[src/rtl/alu_issue.sv]
//------------------------------------------------------------------------------
// Module      : alu_issue
// Description : Decodes one MIPS ALU instruction and issues it to an external
//               ALU. Captures the result behind a valid/ready handshake.
//               Optional macro ALU_ISSUE_STICKY_EXC_EN adds a sticky
//               exception flag.
// Revision    : 1.0 - initial release
//------------------------------------------------------------------------------
`default_nettype none

module alu_issue (
    input  logic        clk,
    input  logic        rst_n,
    input  logic        in_valid,
    output logic        in_ready,
    input  logic [5:0]  opcode,
    input  logic [5:0]  funct,
    input  logic [31:0] rs_data,
    input  logic [31:0] rt_data,
    input  logic [15:0] imm,
    input  logic [4:0]  dst,
    output logic [31:0] alu_a,
    output logic [31:0] alu_b,
    output logic [3:0]  alu_op,
    output logic [1:0]  ins,
    input  logic [31:0] alu_out,
    input  logic        alu_zero,
    input  logic        alu_ovf,
    output logic        out_valid,
    input  logic        out_ready,
    output logic [31:0] res_data,
    output logic [4:0]  res_dst,
    output logic        res_zero,
    output logic        res_we,
    output logic        exc_ovf,
    output logic        illegal,
    output logic        exc_sticky,
    input  logic        clr_sticky
);

    typedef enum logic [1:0] {
        IDLE = 2'd0,
        EXEC = 2'd1,
        HOLD = 2'd2
    } state_t;

    state_t      r_state, w_state_nx;
    logic        w_accept;
    logic [3:0]  w_op;
    logic [1:0]  w_ins;
    logic [31:0] w_a, w_b;
    logic        w_ill;
    logic [31:0] w_sext, w_zext;

    logic [31:0] r_alu_a, r_alu_b;
    logic [3:0]  r_alu_op;
    logic [1:0]  r_ins;
    logic [4:0]  r_dst_lat;
    logic        r_ill_lat;

    assign w_sext = {{16{imm[15]}}, imm};
    assign w_zext = {16'h0000, imm};

    always_comb begin
        w_op  = 4'd0;
        w_ins = 2'b00;
        w_a   = rs_data;
        w_b   = rt_data;
        w_ill = 1'b0;
        case (opcode)
            6'h00: begin
                case (funct)
                    6'h20: begin w_op = 4'd1; w_ins = 2'b01; end
                    6'h21: w_op = 4'd1;
                    6'h22: begin w_op = 4'd2; w_ins = 2'b10; end
                    6'h23: w_op = 4'd2;
                    6'h24: w_op = 4'd3;
                    6'h25: w_op = 4'd4;
                    6'h26: w_op = 4'd5;
                    6'h27: w_op = 4'd6;
                    6'h2A: w_op = 4'd8;
                    6'h2B: w_op = 4'd7;
                    default: w_ill = 1'b1;
                endcase
            end
            6'h08: begin w_op = 4'd1; w_ins = 2'b01; w_b = w_sext; end
            6'h09: begin w_op = 4'd1; w_b = w_sext; end
            6'h0A: begin w_op = 4'd8; w_b = w_sext; end
            6'h0B: begin w_op = 4'd7; w_b = w_sext; end
            6'h0C: begin w_op = 4'd3; w_b = w_zext; end
            6'h0D: begin w_op = 4'd4; w_b = w_zext; end
            6'h0E: begin w_op = 4'd5; w_b = w_zext; end
            6'h0F: begin w_op = 4'd4; w_a = 32'h0; w_b = {imm, 16'h0000}; end
            default: w_ill = 1'b1;
        endcase
    end

    always_comb begin
        w_state_nx = r_state;
        in_ready   = 1'b0;
        out_valid  = 1'b0;
        case (r_state)
            IDLE: begin
                in_ready = 1'b1;
                if (in_valid) w_state_nx = EXEC;
            end
            EXEC: w_state_nx = HOLD;
            HOLD: begin
                out_valid = 1'b1;
                in_ready  = out_ready;
                if (out_ready) w_state_nx = in_valid ? EXEC : IDLE;
            end
            default: w_state_nx = IDLE;
        endcase
    end

    assign w_accept = in_valid & in_ready;

    always_ff @(posedge clk or negedge rst_n) begin
        if (!rst_n) r_state <= IDLE;
        else        r_state <= w_state_nx;
    end

    // Issue registers only change on an accept, so the ALU sees stable
    // operands for the whole EXEC/HOLD window.
    always_ff @(posedge clk or negedge rst_n) begin
        if (!rst_n) begin
            r_alu_a   <= 32'h0;
            r_alu_b   <= 32'h0;
            r_alu_op  <= 4'd0;
            r_ins     <= 2'b00;
            r_dst_lat <= 5'd0;
            r_ill_lat <= 1'b0;
        end else if (w_accept) begin
            r_alu_a   <= w_a;
            r_alu_b   <= w_b;
            r_alu_op  <= w_op;
            r_ins     <= w_ins;
            r_dst_lat <= dst;
            r_ill_lat <= w_ill;
        end
    end

    always_ff @(posedge clk or negedge rst_n) begin
        if (!rst_n) begin
            res_data <= 32'h0;
            res_dst  <= 5'd0;
            res_zero <= 1'b0;
            res_we   <= 1'b0;
            exc_ovf  <= 1'b0;
            illegal  <= 1'b0;
        end else if (r_state == EXEC) begin
            res_data <= alu_out;
            res_dst  <= r_dst_lat;
            res_zero <= alu_zero;
            exc_ovf  <= alu_ovf;
            illegal  <= r_ill_lat;
            res_we   <= ~r_ill_lat & ~alu_ovf & (r_dst_lat != 5'd0);
        end
    end

    assign alu_a  = r_alu_a;
    assign alu_b  = r_alu_b;
    assign alu_op = r_alu_op;
    assign ins    = r_ins;

`ifdef ALU_ISSUE_STICKY_EXC_EN
    logic r_exc_sticky;

    always_ff @(posedge clk or negedge rst_n) begin
        if (!rst_n)
            r_exc_sticky <= 1'b0;
        else if ((r_state == EXEC) && (alu_ovf || r_ill_lat))
            r_exc_sticky <= 1'b1;
        else if (clr_sticky)
            r_exc_sticky <= 1'b0;
    end

    assign exc_sticky = r_exc_sticky;
`else
    assign exc_sticky = clr_sticky & 1'b0;
`endif

endmodule

`default_nettype wire

[config.mk]
export PLATFORM = sky130hd
export DESIGN_NAME = alu_issue
export DESIGN_NICKNAME = d
export VERILOG_FILES = /design/src/rtl/alu_issue.sv
export SDC_FILE = /design/constraint.sdc
export NUM_CORES = 1
export LEC_CHECK = 0
export BUFFER_PORTS_ARGS = -buffer_cell sky130_fd_sc_hd__buf_2
export CAP_MARGIN = 15
export CORE_ASPECT_RATIO = 0.8
export CORE_UTILIZATION = 47
export CTS_BUF_LIST = sky130_fd_sc_hd__clkbuf_2
export CTS_CLUSTER_DIAMETER = 120
export DETAILED_ROUTE_END_ITERATION = 10
export GPL_ROUTABILITY_DRIVEN = 0
export PLACE_DENSITY = 0.81
export SLEW_MARGIN = 10
export SYNTH_ARGS = -nofsm -noshare
export SYNTH_HDL_FRONTEND = slang
export SYNTH_SLANG_ARGS = --single-unit
[constraint.sdc]
create_clock -name clk -period 2.2 [get_ports clk]
set_input_delay 0.55 -clock clk [delete_from_list [all_inputs] [get_ports clk]]
set_output_delay 0.55 -clock clk [all_outputs]
set_load 0.01 [all_outputs]
==> flow_summary.toml <==
[timing]
finalSetupTns_ps = 0
fin_ws_ps = 219
drv_slew = 0
max_freq_ghz = 0.505
final_min_period_over_clock_period_pct = 90.1
rsz0062_at_grt = "false"
tightest_slew_ps = 630
setup_viol = 0
layout_min_cycle_time_ps = 1980
slew-limit-headroom_pct = 58.0
skew_ps = 27.0
hold_viol_final = 0
holdWs_ps = 115

[logic_synthesis]
synth_area_leaders = "dfrtp_1 (60%), mux2_2 (9.1%), nand2_1 (6.5%), nor2_1 (4.1%), o21ai_0 (3.8%)"
synth_top_area_share_pct = 60.3
netlist_instances = 462
avgSynthCellArea_um2 = 10.7
synth.distinct_cells = 38
synthesis.nets = 598
synth-async-reset-ratio_pct = 100
synth_area_um2 = 4940
synth_xor_area_share_pct = 0
synth_seq_cells = 119
yosysMostFrequentCell = "dfrtp_1"
synthAdderAreaFrac_pct = 0.203
synthMuxAreaShare_pct = 9.12
seq_area_frac_synth_pct = 60.3
yosys.area_share.simple_pct = 14.2
synth_top_family_by_area = "simple AND/OR/NAND/NOR gates"
synth_top_cell_by_area = "dfrtp_1"
ys_warn_count = 0
synth_compound_area_share_pct = 12.9
synthFlopType = "dfrtp_1"
synth-edff-count = 0
synthTopCellsByCount = "dfrtp_1 (119), nand2_1 (86), nor2_1 (54), mux2_2 (40), o21ai_0 (37)"

[floorplan]
die_w_um = 117
dieArea_um2 = 10900
ios = 250
initial_core_util_pct = 48.2
core-area_um2 = 10200
fp-row-count = 33
fp.dieH_um = 93.7

[worst_setup_path]
path_buf_inv = 1
critPathCaptureType = "output port"
path_cells = "nand2b_1 > nor2b_1 > buf_2"
crit_arrival_ps = 1430
cp_slowest_cell = "dfrtp_1"
cp_max_fo = 3
crit_type = "reg -> out"
critical_path.top_delay_family = "flip-flops"
slowest_delay_ps = 430
critPathLaunchType = "register"
crit_required_ps = 1650

[global_route]
grt_pass1_wl_mm = 20.4
grtUsageTotal_pct = 24.7
grt_pass1_vias = 4281
grt_max_degree = 49
grt_overflow = 0
antenna_found_initial = 0

[clock_network]
numCtsBuffers = 17
clockBufferDepth = 2
h-tree-depth = 4
path_clk_slew_ps = 200
post_cts_resized = 0
cts-root-buf = "clkbuf_2"
insertion_delay_ps = 630
cts_tree = "done"
clock_sinks = 119

[cells_and_area]
utilization_pct = 65.2
fill_cells = 831
nets = 847
drive_gt1_share_pct = 46.7
multi_input_area_um2 = 1820
register_area_um2 = 2980
syn2layout_area_growth_pct = 35.2
diodes = 0

[detailed_routing]
drc = 0
dr.pass1.iters = 5
route.met3.wl_mm = 1.11
drt_iter0_drc = 187
avgRoutedWirePerCell_um = 15.4
met2_length_mm = 6.68
vias_per_cell = 5.10
vias = 4409
met1_length_mm = 5.36
dr.max_layer_used = "met4"
drt_wl_total_mm = 13.3
ant_nets = 0

[place]
dp_hpwl_mm = 9.87
pre_cts_ws_ps = 139
port_buffers = 247

[power_and_ir_drop]
vdd_ir_drop_max_v = 0.000543
total_power_mw = 6.75
leakagePower_nw = 3.33
powerDensity_nw_per_um2 = 1010

[status]
status = "finished, final reports clean"

[run]
cap_violations = 0

[hold_path]
min_path_type = "in -> reg"
[where the power goes]
group / total, mW / internal, mW / switching (mW)
registers: 3.14 / 2.81 / 0.324
clock network: 1.52 / 0.635 / 0.883
logic: 2.09 / 0.985 / 1.11
total: 6.75 / 4.43 / 2.32
[per-layer routing]
layer | up-vias | GRT usage (%)
li1 | 2105 | -
met1 | 2095 | 28.1
met2 | 194 | 43.7
met3 | 15 | 8.32
met4 | 0 | 7.38
met5 | - | 0
[logic make-up after synthesis]
| kind of cell | Yosys count |
|---|---|
| simple gates | 167 |
| flops | 119 |
| buf+inv | 35 |
| fa+ha+maj | 1 |
| compound gates | 99 |
| other cells | 1 |
| mux | 40 |
[area by class of cell]
type	count	share of cell area, %
clock buffer	17	1.27
clock inverter	15	2.64
inverter	3	0.169
multi-input combinational	308	27.3
sequential	119	44.6
tap	140	2.62
timing repair buffer	262	21.4
[flip-flops by register name (all words and copies together) (netlist names)]
name / cells
alu_a: 32
alu_b: 32
res_data: 32
r_dst_lat: 5
res_dst: 5
alu_op: 4
ins: 2
r_state: 2
exc_ovf: 1
illegal: 1
r_ill_lat: 1
res_we: 1
res_zero: 1
[repair_timing]
action,in CTS,in global routing
hold buffers,1,0
setup buffers,0,0
endpoints found under the hold margin,34,0
[path summary, 6_finish.rpt]
path | start | to | slack, ps | depth (start not counted)
max | r_state[1] | in_ready | 220 | 3
min | dst[2] | r_dst_lat[2] | 110 | 3
max reg2reg | r_state[0] | alu_a[16] | 540 | 6
min reg2reg | alu_a[18] | alu_a[18] | 500 | 2
max in group asynchronous | rst_n | alu_b[3] | 1140 | 3
min in group asynchronous | rst_n | alu_a[5] | 400 | 2
[tightest hold or removal path, stage by stage]
cell and delay [ps]:
buf_2 80, nand2_1 40, nand2_1 50
[cell usage in the layout, fill, tap and decap left out, types with 3 or more instances in the layout]
| master | netlist | layout |
|---|---|---|
| buf_2 | 2 | 246 |
| dfrtp_1 | 119 | 119 |
| nand2_1 | 86 | 85 |
| nor2_1 | 54 | 54 |
| mux2_2 | 40 | 40 |
| o21ai_0 | 37 | 37 |
| a22oi_1 | 17 | 17 |
| a21oi_1 | 17 | 17 |
| clkbuf_2 | 1 | 17 |
| a221oi_1 | 16 | 16 |
| buf_4 | 3 | 9 |
| nand3_1 | 7 | 7 |
| buf_12 | 0 | 6 |
| nand2b_1 | 5 | 4 |
| nor2b_1 | 4 | 4 |
| a211oi_1 | 4 | 4 |
| clkinvlp_4 | 0 | 4 |
| a221o_1 | 3 | 3 |
| inv_6 | 0 | 3 |
| bufinv_16 | 0 | 3 |
[stage by stage]
stage               instances  cell area [um^2]
floorplan                 462              4940
global placement          831              6400
detailed placement        831              6400
CTS                       864              6680
global route              864              6680
finish                    864              6680
No activity file was read; power rests on OpenSTA's default activity.
